`src/rtl/bf_board_pkg.sv`:
```
// Shared board-level definitions: button event codes and the switch_event state encoding.
package bf_board_pkg;

   localparam logic [1:0] EV_RELEASE = 2'b00;
   localparam logic [1:0] EV_PRESS   = 2'b01;
   localparam logic [1:0] EV_LONG    = 2'b10;
   localparam logic [1:0] EV_REPEAT  = 2'b11;

   typedef enum logic [1:0] {
      ST_IDLE    = 2'b00,
      ST_PRESSED = 2'b01,
      ST_HELD    = 2'b10
   } sw_state_t;

endpackage

```
`src/rtl/switch_event.sv`:
```
// Turns a debounced switch level into PRESS/LONG/REPEAT/RELEASE events held in a
// one-deep valid/ready register; the FSM keeps running under backpressure.
module switch_event
   import bf_board_pkg::*;
#(
   parameter int unsigned LONG_CYCLES   = 12_000_000,
   parameter int unsigned REPEAT_CYCLES = 3_000_000,
   parameter int unsigned CNT_W         = 24
) (
   input  logic       sys_clock,
   input  logic       sys_reset,
   input  logic       switch_level,
   output logic       event_valid,
   output logic [1:0] event_type,
   input  logic       event_ready,
   output logic       pressed,
   output logic [7:0] press_count,
   output logic       overrun
);

   localparam logic [CNT_W-1:0] LONG_LAST   = CNT_W'(LONG_CYCLES - 1);
   localparam logic [CNT_W-1:0] REPEAT_LAST = CNT_W'(REPEAT_CYCLES - 1);

   sw_state_t        r_state;
   logic [CNT_W-1:0] r_cnt;
   logic             r_event_valid;
   logic [1:0]       r_event_type;
   logic             r_pressed;
   logic [7:0]       r_press_count;
   logic             r_overrun;

   sw_state_t        w_state_nxt;
   logic [CNT_W-1:0] w_cnt_nxt;
   logic             w_gen;
   logic [1:0]       w_type;

   always_comb begin
      w_state_nxt = r_state;
      w_cnt_nxt   = r_cnt;
      w_gen       = 1'b0;
      w_type      = EV_RELEASE;
      unique case (r_state)
         ST_IDLE: begin
            w_cnt_nxt = '0;
            if (switch_level) begin
               w_gen       = 1'b1;
               w_type      = EV_PRESS;
               w_state_nxt = ST_PRESSED;
            end
         end
         ST_PRESSED, ST_HELD: begin
            // Release wins over a timer expiry landing in the same cycle.
            if (!switch_level) begin
               w_gen       = 1'b1;
               w_type      = EV_RELEASE;
               w_cnt_nxt   = '0;
               w_state_nxt = ST_IDLE;
            end else if (r_state == ST_PRESSED && r_cnt == LONG_LAST) begin
               w_gen       = 1'b1;
               w_type      = EV_LONG;
               w_cnt_nxt   = '0;
               w_state_nxt = ST_HELD;
            end else if (r_state == ST_HELD && r_cnt == REPEAT_LAST) begin
               w_gen     = 1'b1;
               w_type    = EV_REPEAT;
               w_cnt_nxt = '0;
            end else begin
               w_cnt_nxt = r_cnt + 1'b1;
            end
         end
         default: begin
            w_state_nxt = ST_IDLE;
            w_cnt_nxt   = '0;
         end
      endcase
   end

   always_ff @(posedge sys_clock) begin
      if (sys_reset) begin
         r_state       <= ST_IDLE;
         r_cnt         <= '0;
         r_event_valid <= 1'b0;
         r_event_type  <= EV_RELEASE;
         r_pressed     <= 1'b0;
         r_press_count <= '0;
         r_overrun     <= 1'b0;
      end else begin
         r_state   <= w_state_nxt;
         r_cnt     <= w_cnt_nxt;
         r_pressed <= switch_level;
         if (w_gen && w_type == EV_PRESS)
            r_press_count <= r_press_count + 8'd1;
         if (w_gen) begin
            if (!r_event_valid || event_ready) begin
               r_event_valid <= 1'b1;
               r_event_type  <= w_type;
            end else begin
               r_overrun <= 1'b1;
            end
         end else if (r_event_valid && event_ready) begin
            r_event_valid <= 1'b0;
         end
      end
   end

   assign event_valid = r_event_valid;
   assign event_type  = r_event_type;
   assign pressed     = r_pressed;
   assign press_count = r_press_count;
   assign overrun     = r_overrun;

endmodule

```
`config.mk`:
```
export PLATFORM = sky130hd
export DESIGN_NAME = switch_event
export DESIGN_NICKNAME = d
export VERILOG_FILES = /design/src/rtl/bf_board_pkg.sv /design/src/rtl/switch_event.sv
export SDC_FILE = /design/constraint.sdc
export NUM_CORES = 1
export LEC_CHECK = 0
export ABC_AREA = 1
export BUFFER_PORTS_ARGS = -buffer_cell sky130_fd_sc_hd__buf_2
export CAP_MARGIN = 20
export CORE_UTILIZATION = 23
export CTS_CLUSTER_SIZE = 12
export DETAILED_ROUTE_END_ITERATION = 8
export PLACE_DENSITY = 0.4
export SLEW_MARGIN = 15
export SYNTH_ARGS = -nofsm -noshare
export SYNTH_HDL_FRONTEND = slang
export SYNTH_SLANG_ARGS = --single-unit
```
`constraint.sdc`:
```
create_clock -name sys_clock -period 4.2 [get_ports sys_clock]
set_clock_uncertainty 0.15 [all_clocks]
set_input_delay 0.42 -clock sys_clock [delete_from_list [all_inputs] [get_ports sys_clock]]
set_output_delay 0.42 -clock sys_clock [all_outputs]
set_load 0.03 [all_outputs]
```
Word-level counts from Yosys, hierarchy flattened
Cells that the tools add are included.
{ "totals": {"wordCells": 51, "reg_bits": 39} }
{ "classes": {"eq_ne": 8, "n_reduce_logical": 14, "bitwise": 3, "n_mux": 17, "n_addsub": 2} }
{ "ops": {"columns": ["operator", "count"], "rows": [
  ["24-bit by 1-bit adder with 24-bit output (second input constant)", 1],
  ["24-bit by 22-bit equality test with 1-bit output (second input constant)", 1],
  ["24-bit equality test (second input constant)", 1],
  ["2-bit two-way mux", 6],
  ["8-bit by 1-bit adder with 8-bit output (second input constant)", 1],
  ["1-bit two-way mux", 8],
  ["2-bit case mux with 2 select lines", 2],
  ["2-bit AND reduction", 4],
  ["5-bit OR reduction", 1],
  ["2-bit by 1-bit equality test with 1-bit output (second input constant)", 2],
  ["1-bit logical AND", 4],
  ["3-bit inequality test (second input constant)", 1],
  ["1-bit inverter", 3],
  ["2-bit equality test (second input constant)", 1],
  ["2-bit logical NOT", 1],
  ["2-bit by 1-bit inequality test with 1-bit output (second input constant)", 1],
  ["2-bit inequality test (second input constant)", 1],
  ["1-bit case mux with 2 select lines", 1],
  ["2-bit nonzero test", 1],
  ["2-bit OR reduction", 1],
  ["1-bit logical NOT", 1],
  ["1-bit logical OR", 1]
]} }

Logic depth before layout (Yosys ltp)
Gate-level depths: netlist (run 1).
{ "logic_depth": {"word_depth": 8, "depth_mapped": 14, "ltp_nobuf": 14} }

Worst setup path after synthesis (run 1)
Ideal clock, no wire load.
{ "synth_path": {"path_type": "flip-flop to flip-flop", "start": "reg r_state[0]", "end": "reg r_press_count[7], in the netlist press_count[7]", "synth_period_minus_slack_ns": 1.719, "path_stages_with_launch": 14, "slack_ns": 2.481, "setup_time_ns": 0.131, "arrival_ns": 1.438, "cell_sequence": "dfxtp_1 inv_1 ha_1 inv_1 nor2_1 nand2_1 nor2_1 nand2_1 nor2_1 nand3_2 nand2_4 nand3_4 nand2_2 a21oi_2"} }
{ "synth_via": {"elab_chain_cells": 8, "word_cells_on_any_way": 16, "classes_between": "eq/ne: 3; mux: 8; reduce/logical: 5"} }
{ "synth_rtl": {"columns": ["item", "line_no", "text"], "rows": [
  ["from (decl)", "switch_event.sv:24", "sw_state_t r_state;"],
  ["from (signal assigned)", "switch_event.sv:88", "r_state <= w_state_nxt;"],
  ["2-bit equality test", "switch_event.sv:42, switch_event.sv:63", null],
  ["1-bit logical AND", "switch_event.sv:63", "end else if (r_state == ST_HELD && r_cnt == REPEAT_LAST) begin"],
  ["2-bit two-way mux", "switch_event.sv:63", null],
  ["2-bit two-way mux", "switch_event.sv:58", "end else if (r_state == ST_PRESSED && r_cnt == LONG_LAST) begin"],
  ["2-bit two-way mux", "switch_event.sv:53", "if (!switch_level) begin"],
  ["2-bit case mux with 2 select lines", "switch_event.sv:42", "unique case (r_state)"],
  ["2-bit by 1-bit equality test with 1-bit output", "switch_event.sv:91", "if (w_gen && w_type == EV_PRESS)"],
  ["1-bit logical AND *", "switch_event.sv:91", null],
  ["to (signal assigned)", "switch_event.sv:92", "r_press_count <= r_press_count + 8'd1;"],
  ["to (decl)", "switch_event.sv:29", "logic [7:0] r_press_count;"]
]} }
Every way passes the cells marked *; elsewhere a longest branch is shown, timed or not.
A chain may end at the register's enable or synchronous reset.

Worst setup path after layout (run 1)
{ "layout_path": {"start": "reg r_cnt[0]", "end": "reg r_cnt[23]"} }
{ "layout_via": {"elab_chain_cells": 3, "word_cells_on_any_way": 6, "classes_between": "add/sub: 1; eq/ne: 2; reduce/logical: 3"} }
{ "layout_rtl": {"columns": ["item", "line_no", "text"], "rows": [
  ["from (decl)", "switch_event.sv:25", "logic [CNT_W-1:0] r_cnt;"],
  ["from (signal assigned)", "switch_event.sv:89", "r_cnt <= w_cnt_nxt;"],
  ["parallel branches: the longest is 3 deep, another holds 24-bit by 1-bit adder with 24-bit output", null, null]
]} }
Parallel ways; which one is timed is not known.

==> results of run 1 <==
synthesized netlist by cell type (all sizes together):
| master | n |
|---|---|
| inv | 44 |
| nor2b | 1 |
| nor4 | 1 |
| nor3b | 3 |
| o21ai | 2 |
| xnor2 | 2 |
| nand2 | 60 |
| nand4 | 14 |
| nand3 | 23 |
| o21a | 1 |
| a21oi | 20 |
| clkbuf | 2 |
| nor2 | 50 |
| xor2 | 13 |
| buf | 2 |
| ha | 7 |
| dfxtp | 39 |
| nor3 | 9 |
| or2 | 3 |
worst max-delay path, cell delays in order (launching register included):
cell,delay [ps]
dfxtp_1,360
ha_1,180
nand2_1,80
nor2_2,190
nand3_1,100
nor2_1,110
nand2_1,130
nand4_1,100
buf_4,290
a21oi_1,60
nor2b_1,130
flip-flops by register name (all words and copies together) (netlist names):
name	count
overrun	1
press_count	8
event_type	2
pressed	1
r_cnt	24
event_valid	1
r_state	2
layer usage:
metal,up-vias,wire (um),part of all wire,track usage
met3,2,67,0.014,0.0169
met4,0,43,0.0091,0.0373
met2,13,2110,0.45,0.165
li1,980,-,-,-
met5,-,0,0,0
met1,801,2500,0.53,0.142
layout make-up:
class / count / area (um^2)
clock buffers: 7 / 76.3
repair buffers: 17 / 87.6
flip-flops and latches: 39 / 781
clock inverters: 1 / 5.00
multi-input cells: 209 / 1210
inverters: 44 / 165
well taps: 111 / 139
fillers: 1011 / 6730
power by group through the flow:
stage | Clock (W) | Sequential, W | Combinational (W)
3_3_place_gp | 0 | 0.000437 | 0.000318
4_1_cts | 0.000266 | 0.000429 | 0.000317
5_1_grt | 0.000276 | 0.000434 | 0.000356
6_report | 0.000247 | 0.000428 | 0.000309
2_1_floorplan | 0 | 0.000476 | 0.000203
3_5_place_dp | 0 | 0.000438 | 0.000316
cell usage in the layout (no fill, tap or decap), types with 4 or more instances in the layout:
cell type,count
buf_2,16
nand2_2,11
nand4_1,14
nand2_1,43
nand3_1,19
nor2_1,43
ha_1,7
nand2_4,6
xor2_1,13
inv_1,42
a21oi_1,19
dfxtp_1,39
clkbuf_8,5
nor2_2,4
nor3_1,7
how the worst min path moves through the flow:
stage / end / slack (ps) / startpoint
6_report: pressed$_SDFF_PP0_ / 250 / switch_level
5_1_grt: pressed$_SDFF_PP0_ / 290 / switch_level
4_1_cts: pressed$_SDFF_PP0_ / 240 / switch_level
3_5_place_dp: r_cnt[0]$_SDFF_PP0_ / 290 / r_cnt[0]$_SDFF_PP0_
3_3_place_gp: overrun$_SDFFE_PP0P_ / 290 / overrun$_SDFFE_PP0P_
2_1_floorplan: r_cnt[0]$_SDFF_PP0_ / 270 / r_cnt[0]$_SDFF_PP0_
per-stage QoR:
step | cells | hold slack [ps] | instance area [um^2] | total power, W
floorplan | 296 | 268 | 2170 | 0.000679
global placement | 420 | 288 | 2380 | 0.000755
detailed placement | 420 | 292 | 2380 | 0.000754
CTS | 428 | 235 | 2460 | 0.00101
global route | 428 | 289 | 2460 | 0.00107
finish | 428 | 252 | 2460 | 0.000984
kinds of logic after synthesis:
family	Yosys count
buffers and inverters	48
AO/OA/AOI/OAI	23
XOR/XNOR	15
flip-flops	39
adder cells (fa/ha/maj)	7
AND/OR/NAND/NOR	164
==> summary.md, run 1 <==
| Metric | Value |
|---|---|
| Outcome | finished, final reports clean |
| Syn_nets | around 310 |
| RR Endpoint | r_cnt[23]$_SDFF_PP0_ |
| Core ar. | between 9000 and 10,000 um^2 |
| Ys Warns | 0 |
| Initial DRC count | 54 |
| Layout area overhead | 13.4% |
| Seq/Total Area, Yosys | 0.359 |
| CTS root buffer | clkbuf_8 |
| Switch Pwr | ~0.00037 W |
| Die W | a little under 100 um |
| Sw Ratio | 0.376 |
| Io pins | 17 |
| DRT antenna net count | 0 |
| R2R depth | 10 |
| Post-layout util | 0.268 |
| Area leader, netlist | dfxtp_1 |
| Final period util | 0.473 |
| Setup crit end | r_cnt[23]$_SDFF_PP0_ |
| Final Critical Period | between 1500 and 2000 ps |
| Worst vdd ir | 0.124 mV |
| Clk Latency, worst-skew pair | slightly below 300 ps |
| XOR/XNOR Fraction of Synth Area | 0.0604 |
| R2R Setup Slk | between 2000 and 2500 ps |
| Hold depth | 3 |
| Relative slew margins | 0.709 |
| Yosys reg bits | 39 |
| Measured slew at the worst slew-check pin | ~440 ps |
| Clock Pin Slew Worst Setup and Hold Paths | 80 ps |
| CTS Buf Count | 5 |
| First-pass GRT wire length | approximately 8200 um |
| # DRC | 0 |
| Share of layout cells above drive strength 1 | 0.189 |
| Final wirelength | 4720 um |
| Synth top area share | 0.359 |
| RR Startpoint | r_cnt[0]$_SDFF_PP0_ |
| Synth cell types | 29 |
| Final setup violation count | 0 |
| Initial antenna violation count | 0 |
| Synthesized instance count | ~300 |
| CP Max Fanout | 24 |
| Total GRT Usage | 0.104 |
| Number of antenna diodes | 0 |
| Syn Area/Cell | 7.34 um^2 |
| Vias in the first global route | 1,772 |
| Die area | 9840 um^2 |
| Final Max Tran Viols | 0 |
| Comb pwr share | 0.314 |
| Vias per std cell | between 4 and 5 |
| Row count | 35 |
| Initial core utilization | 0.236 |
| H-tree levels | 2 |
| Clock power frac | 0.251 |
| Pre-CTS setup slack | 2160 ps |
| CTS Hold Bufs | 0 |
| Post-synthesis cell area | 2170 um^2 |
| Mux contribution to synthesized area | 0 |
| GRT overflow | 0 |
| Max Fclk | around 500 MHz |
| Final nets | approximately 330 |
| Synth Area in Compound Gates | 0.0558 |
| Critical path launch point | r_cnt[0]$_SDFF_PP0_ |
| Fin. Hold Viols | 0 |
| Number of port buffers | 16 |
| Post-CTS Setup Bufs | 0 |
| RSZ-0062 raised after global routing | false |
| Dominant combinational cell family by area after synthesis | simple AND/OR/NAND/NOR gates |
| Post-synthesis simple-gate area fraction | 0.400 |
| Router iterations before antenna repair | 4 |
| PwrDens | around 400 nW/um^2 |
| Crit Path Class | flip-flop to flip-flop |
| Worst hold-check path type | primary input to flip-flop |
| CTS tree | yes |
| Sequential share of power | 0.435 |
| Final WS setup | around 2200 ps |
| GP Congestion | 0.749 |
| Adder-cell share of the synthesized area | 0.0403 |
| CTS sink cnt | 39 |
| Internal power | 0.000613 W |
| Clock buffer depth | 2 |
| Synth area leaders | dfxtp_1, nand2_1, nor2_1 |
| WP data required | 4240 ps |
| PostCTS Resize Cnt | 0 |
| Die Span Y | about 100 um |
| Startpoint Class | flip-flop |
| CP Data Arrival Time | 2030 ps |
| Pin count of the biggest net entering global routing | 25 |
| Routed len/inst | approximately 11 um |
| Dpl hpwl | 3620 um |
| Critical Path End Type | flip-flop |
| Setup TNS | 0 ps |
| MaxCap Viol Count | 0 |
| Lkg Pwr | roughly 1.0 nW |
| Vias post-DR | around 1,800 |
(Power assumes the default switching activity.)
==> run 2, diff against run 1 <==
- ABC_AREA: 1 -> 0
- PLACE_DENSITY: 0.4 -> 0.41
- clock period: 4.2 -> 1.6 ns (I/O delays scaled with it)
==> summary.md, run 2 <==
| Metric | Value |
|---|---|
| Relative slew margins | 0.729 (+0.0202) |
| Post-layout util | 0.377 (+0.109) |
| Synth top area share | 0.395 (+0.0362) |
| Die area | 8960 um^2 (-9.0%) |
| Core ar. | 8260 um^2 (-10%) |
| Internal power | 0.00170 W (+180%) |
| Critical Path End Type | flip-flop |
| Worst hold-check path type | primary input to flip-flop |
| Syn_nets | 241 (-21%) |
| Post-synth top cells | dfxtp_1, nor2_1, nand2_1 |
| GRT overflow | 0 (unchanged) |
| Io pins | 17 (unchanged) |
| Router iterations before antenna repair | 4 (unchanged) |
| Total GRT Usage | 0.127 (+0.0232) |
| Hold slack | 29.3 ps (-222 ps) |
| First-pass GRT wire length | 8900 um (+8.0%) |
| CP Data Arrival Time | 2220 ps (+190 ps) |
| Clock power frac | 0.271 (+0.020) |
| Max Fclk | 459 MHz (-8.7%) |
| Pre-CTS setup slack | -637 ps (-2800 ps) |
| Number of port buffers | 16 (unchanged) |
| Final wirelength | 5300 um (+12%) |
| Largest Register | r_cnt |
| Vias post-DR | 1,851 (+3.1%) |
| Layout area overhead | 57.7% |
| Storage cell area | 792 um^2 (+1.4%) |
| CP Max Fanout | 7 (-71%) |
| Synth area leaders | dfxtp_1, nor2_1, xor2_1 |
| Final setup violation count | 38 (+38) |
| PwrDens | 801 nW/um^2 (+100%) |
| DRT antenna net count | 0 (unchanged) |
| Number of antenna diodes | 0 (unchanged) |
| Vias in the first global route | 1,889 (+6.6%) |
| CP Buf/Inv Count | 2 (+1) |
| Commonest non-fill, non-tap cell in the layout | buf_4 |
| Vias per std cell | 4.41 (+5.0%) |
| Share of layout cells above drive strength 1 | 0.454 (+0.265) |
| Row count | 33 (-5.7%) |
| Routed wl met3 | 141 um (+110%) |
| CTS root buffer | clkbuf_8 |
| Final WS setup | -578 ps (-2790 ps) |
| Final nets | 325 (-0.61%) |
| Clk Latency, worst-skew pair | 290 ps (about the same) |
| Clock Pin Slew Worst Setup and Hold Paths | 80 ps (about the same) |
| WP data required | 1640 ps (-2600 ps) |
| Top_reg_cell synth | dfxtp_1 |
| Sequential share of power | 0.420 (-0.015) |
| WL met2 | 2500 um (+19%) |
| CTS sink cnt | 39 (unchanged) |
| Lkg Pwr | 1.20 nW (+18%) |
| Outcome | finished with violations |
| Dpl hpwl | 3840 um (+6.0%) |
| Uppermost routed layer | met4 |
| Cell with the most instances after synthesis | dfxtp_1 |
| Die Span Y | 94.7 um (-4.6%) |
| Initial DRC count | 46 (-15%) |
| Commonest cells after routing, fill and taps aside | buf_4, dfxtp_1, nor2_1 |
| Syn Area/Cell | 8.58 um^2 (+17%) |
| WL met1 | 2600 um (+4.0%) |
| Worst vdd ir | 0.293 mV (+140%) |
| Slowest cell on crit path | or4_4 |
| Seq/Total Area, Yosys | 0.395 (+0.0362) |
| Sw Ratio | 0.318 (-0.0583) |
| CTS Buf Count | 5 (unchanged) |
| Comb pwr share | 0.309 (-0.005) |
| Startpoint Class | flip-flop |
| Yosys reg bits | 39 (unchanged) |
| Initial antenna violation count | 0 (unchanged) |
| Failing checks | negative setup slack |
| Crit path cell chain | inv_4 > ha_4 > nor4bb_4 > nand3_1 > or4_4 > and2_4 > nand3_4 > clkbuf_16 > nor2_1 |
| CTS tree | yes |
| Final Max Tran Viols | 0 (unchanged) |
| Filler Cells Inserted | 852 (-16%) |
| Top delay family on crit path | simple AND/OR/NAND/NOR gates |
| # DRC | 0 (unchanged) |
| Area leader, netlist | dfxtp_1 |
| Initial core utilization | 0.239 (+0.00276) |
| RSZ-0062 raised after global routing | true |
| Final period util | 1.36 (+0.888) |
| Crit Path Class | flip-flop to flip-flop |
| Footprint of the multi-input gates | 1410 um^2 (+17%) |
| Ys Warns | 0 (unchanged) |
| Final Critical Period | 2180 ps (+189 ps) |
| Setup TNS | -19,330 ps (-19,330 ps) |
| MaxCap Viol Count | 0 (unchanged) |
| Async SR Flop Fraction | 0 (unchanged) |
| Switch Pwr | 0.000793 W (+110%) |
| Number of flops mapped to enable cells by yosys | 0 (unchanged) |
| Max stage delay on crit path | 540 ps (+180 ps) |
| Synthesized instance count | 230 (-22%) |
| Synth cell types | 46 (+59%) |
| Clock buffer depth | 2 (unchanged) |
| Measured slew at the worst slew-check pin | 405 ps (-30.9 ps) |
| Largest register FFs | 24 (unchanged) |
| Pin count of the biggest net entering global routing | 15 (-40%) |
| Routed len/inst | 12.6 um (+14%) |
| CTS Hold Bufs | 0 (unchanged) |
| Die W | 94.7 um (-4.6%) |
| Post-synthesis cell area | 1970 um^2 (-9.2%) |
| Fin. Hold Viols | 0 (unchanged) |
| GP Congestion | 0.734 (-2.0%) |
| R2R Setup Slk | -580 ps (-2790 ps) |
| H-tree levels | 2 (unchanged) |
run 2: cell count changes in the layout (fill, tap and decap cells not counted), moves of 6 or more:
cell / before / now
buf_4: 1 / 59
inv_1: 42 / 3
nand2_1: 43 / 16
nor2_1: 43 / 28
a21oi_1: 19 / 8
nand2_2: 11 / 0
dfxtp_1: 39 / 30
dfxtp_2: 0 / 9
nand4_1: 14 / 7
or3_1: 0 / 7
nand2_4: 6 / 0
xnor2_1: 2 / 8
run 2: per-layer routing:
| metal | global-route usage | vias to the layer above |
|---|---|---|
| li1 | - | 966 |
| met1 | 0.164 | 855 |
| met2 | 0.216 | 23 |
| met3 | 0.0266 | 7 |
| met4 | 0.0303 | 0 |
| met5 | 0 | - |
run 2: what timing repair did:
item	4_1_cts	5_1_grt
gates cloned	0	1
endpoints found under the setup margin	38	38
pin swaps	17	17
resized for setup	19	26
setup buffers	5	0
run 2: logic make-up (layout without fill, tap and decap cells):
kind of cell / Yosys count / count (layout) / share of synthesized area
AO/OA/AOI/OAI: 24 / 24 / 0.0704
adder cells (fa/ha/maj): 7 / 7 / 0.0444
flip-flops: 39 / 39 / 0.395
XOR/XNOR: 23 / 23 / 0.102
AND/OR/NAND/NOR: 120 / 120 / 0.335
multiplexers: 4 / 4 / 0.0203
buffers and inverters: 13 / 98 / 0.0329
run 2: worst reg2reg max path: stages, from the launching register on:
cell and delay (ps):
dfxtp_2 350, inv_4 60, ha_4 120, nor4bb_4 170, nand3_1 100, or4_4 540, and2_4 200, nand3_4 140
clkbuf_16 190, nor2_1 50
run 2: power groups by stage:
stage / Clock [W] / Sequential (W) / Combinational [W]
floorplan: 0 / 0.00114 / 0.000341
global placement: 0 / 0.00107 / 0.000632
detailed placement: 0 / 0.00107 / 0.000628
CTS: 0.000713 / 0.00105 / 0.000729
global route: 0.000737 / 0.00105 / 0.000835
finish: 0.000676 / 0.00105 / 0.000771
run 2: layout make-up:
type	count	area share
repair buffers	84	0.216
clock buffers	7	0.0245
clock inverters	1	0.00161
inverters	6	0.00804
well taps	105	0.0422
multi-input cells	178	0.453
flip-flops and latches	39	0.254
run 2: path summary, 6_finish.rpt:
path	from	end	depth (start not counted)
worst max register to register	r_state[1]$_SDFFE_PP0P_	r_cnt[22]$_SDFF_PP0_	9
worst min-delay path	sys_reset	pressed$_SDFF_PP0_	3
worst min register to register	event_type[0]$_SDFFE_PP0P_	event_type[0]$_SDFFE_PP0P_	2
worst max-delay path	r_state[1]$_SDFFE_PP0P_	r_cnt[22]$_SDFF_PP0_	9
run 2: through the flow:
stage	total power, W	cell area, um^2	instances
detailed placement	0.00170	2750	407
finish	0.00249	3110	420
global route	0.00262	3110	420
CTS	0.00249	2970	419
floorplan	0.00148	2090	230
global placement	0.00170	2750	407
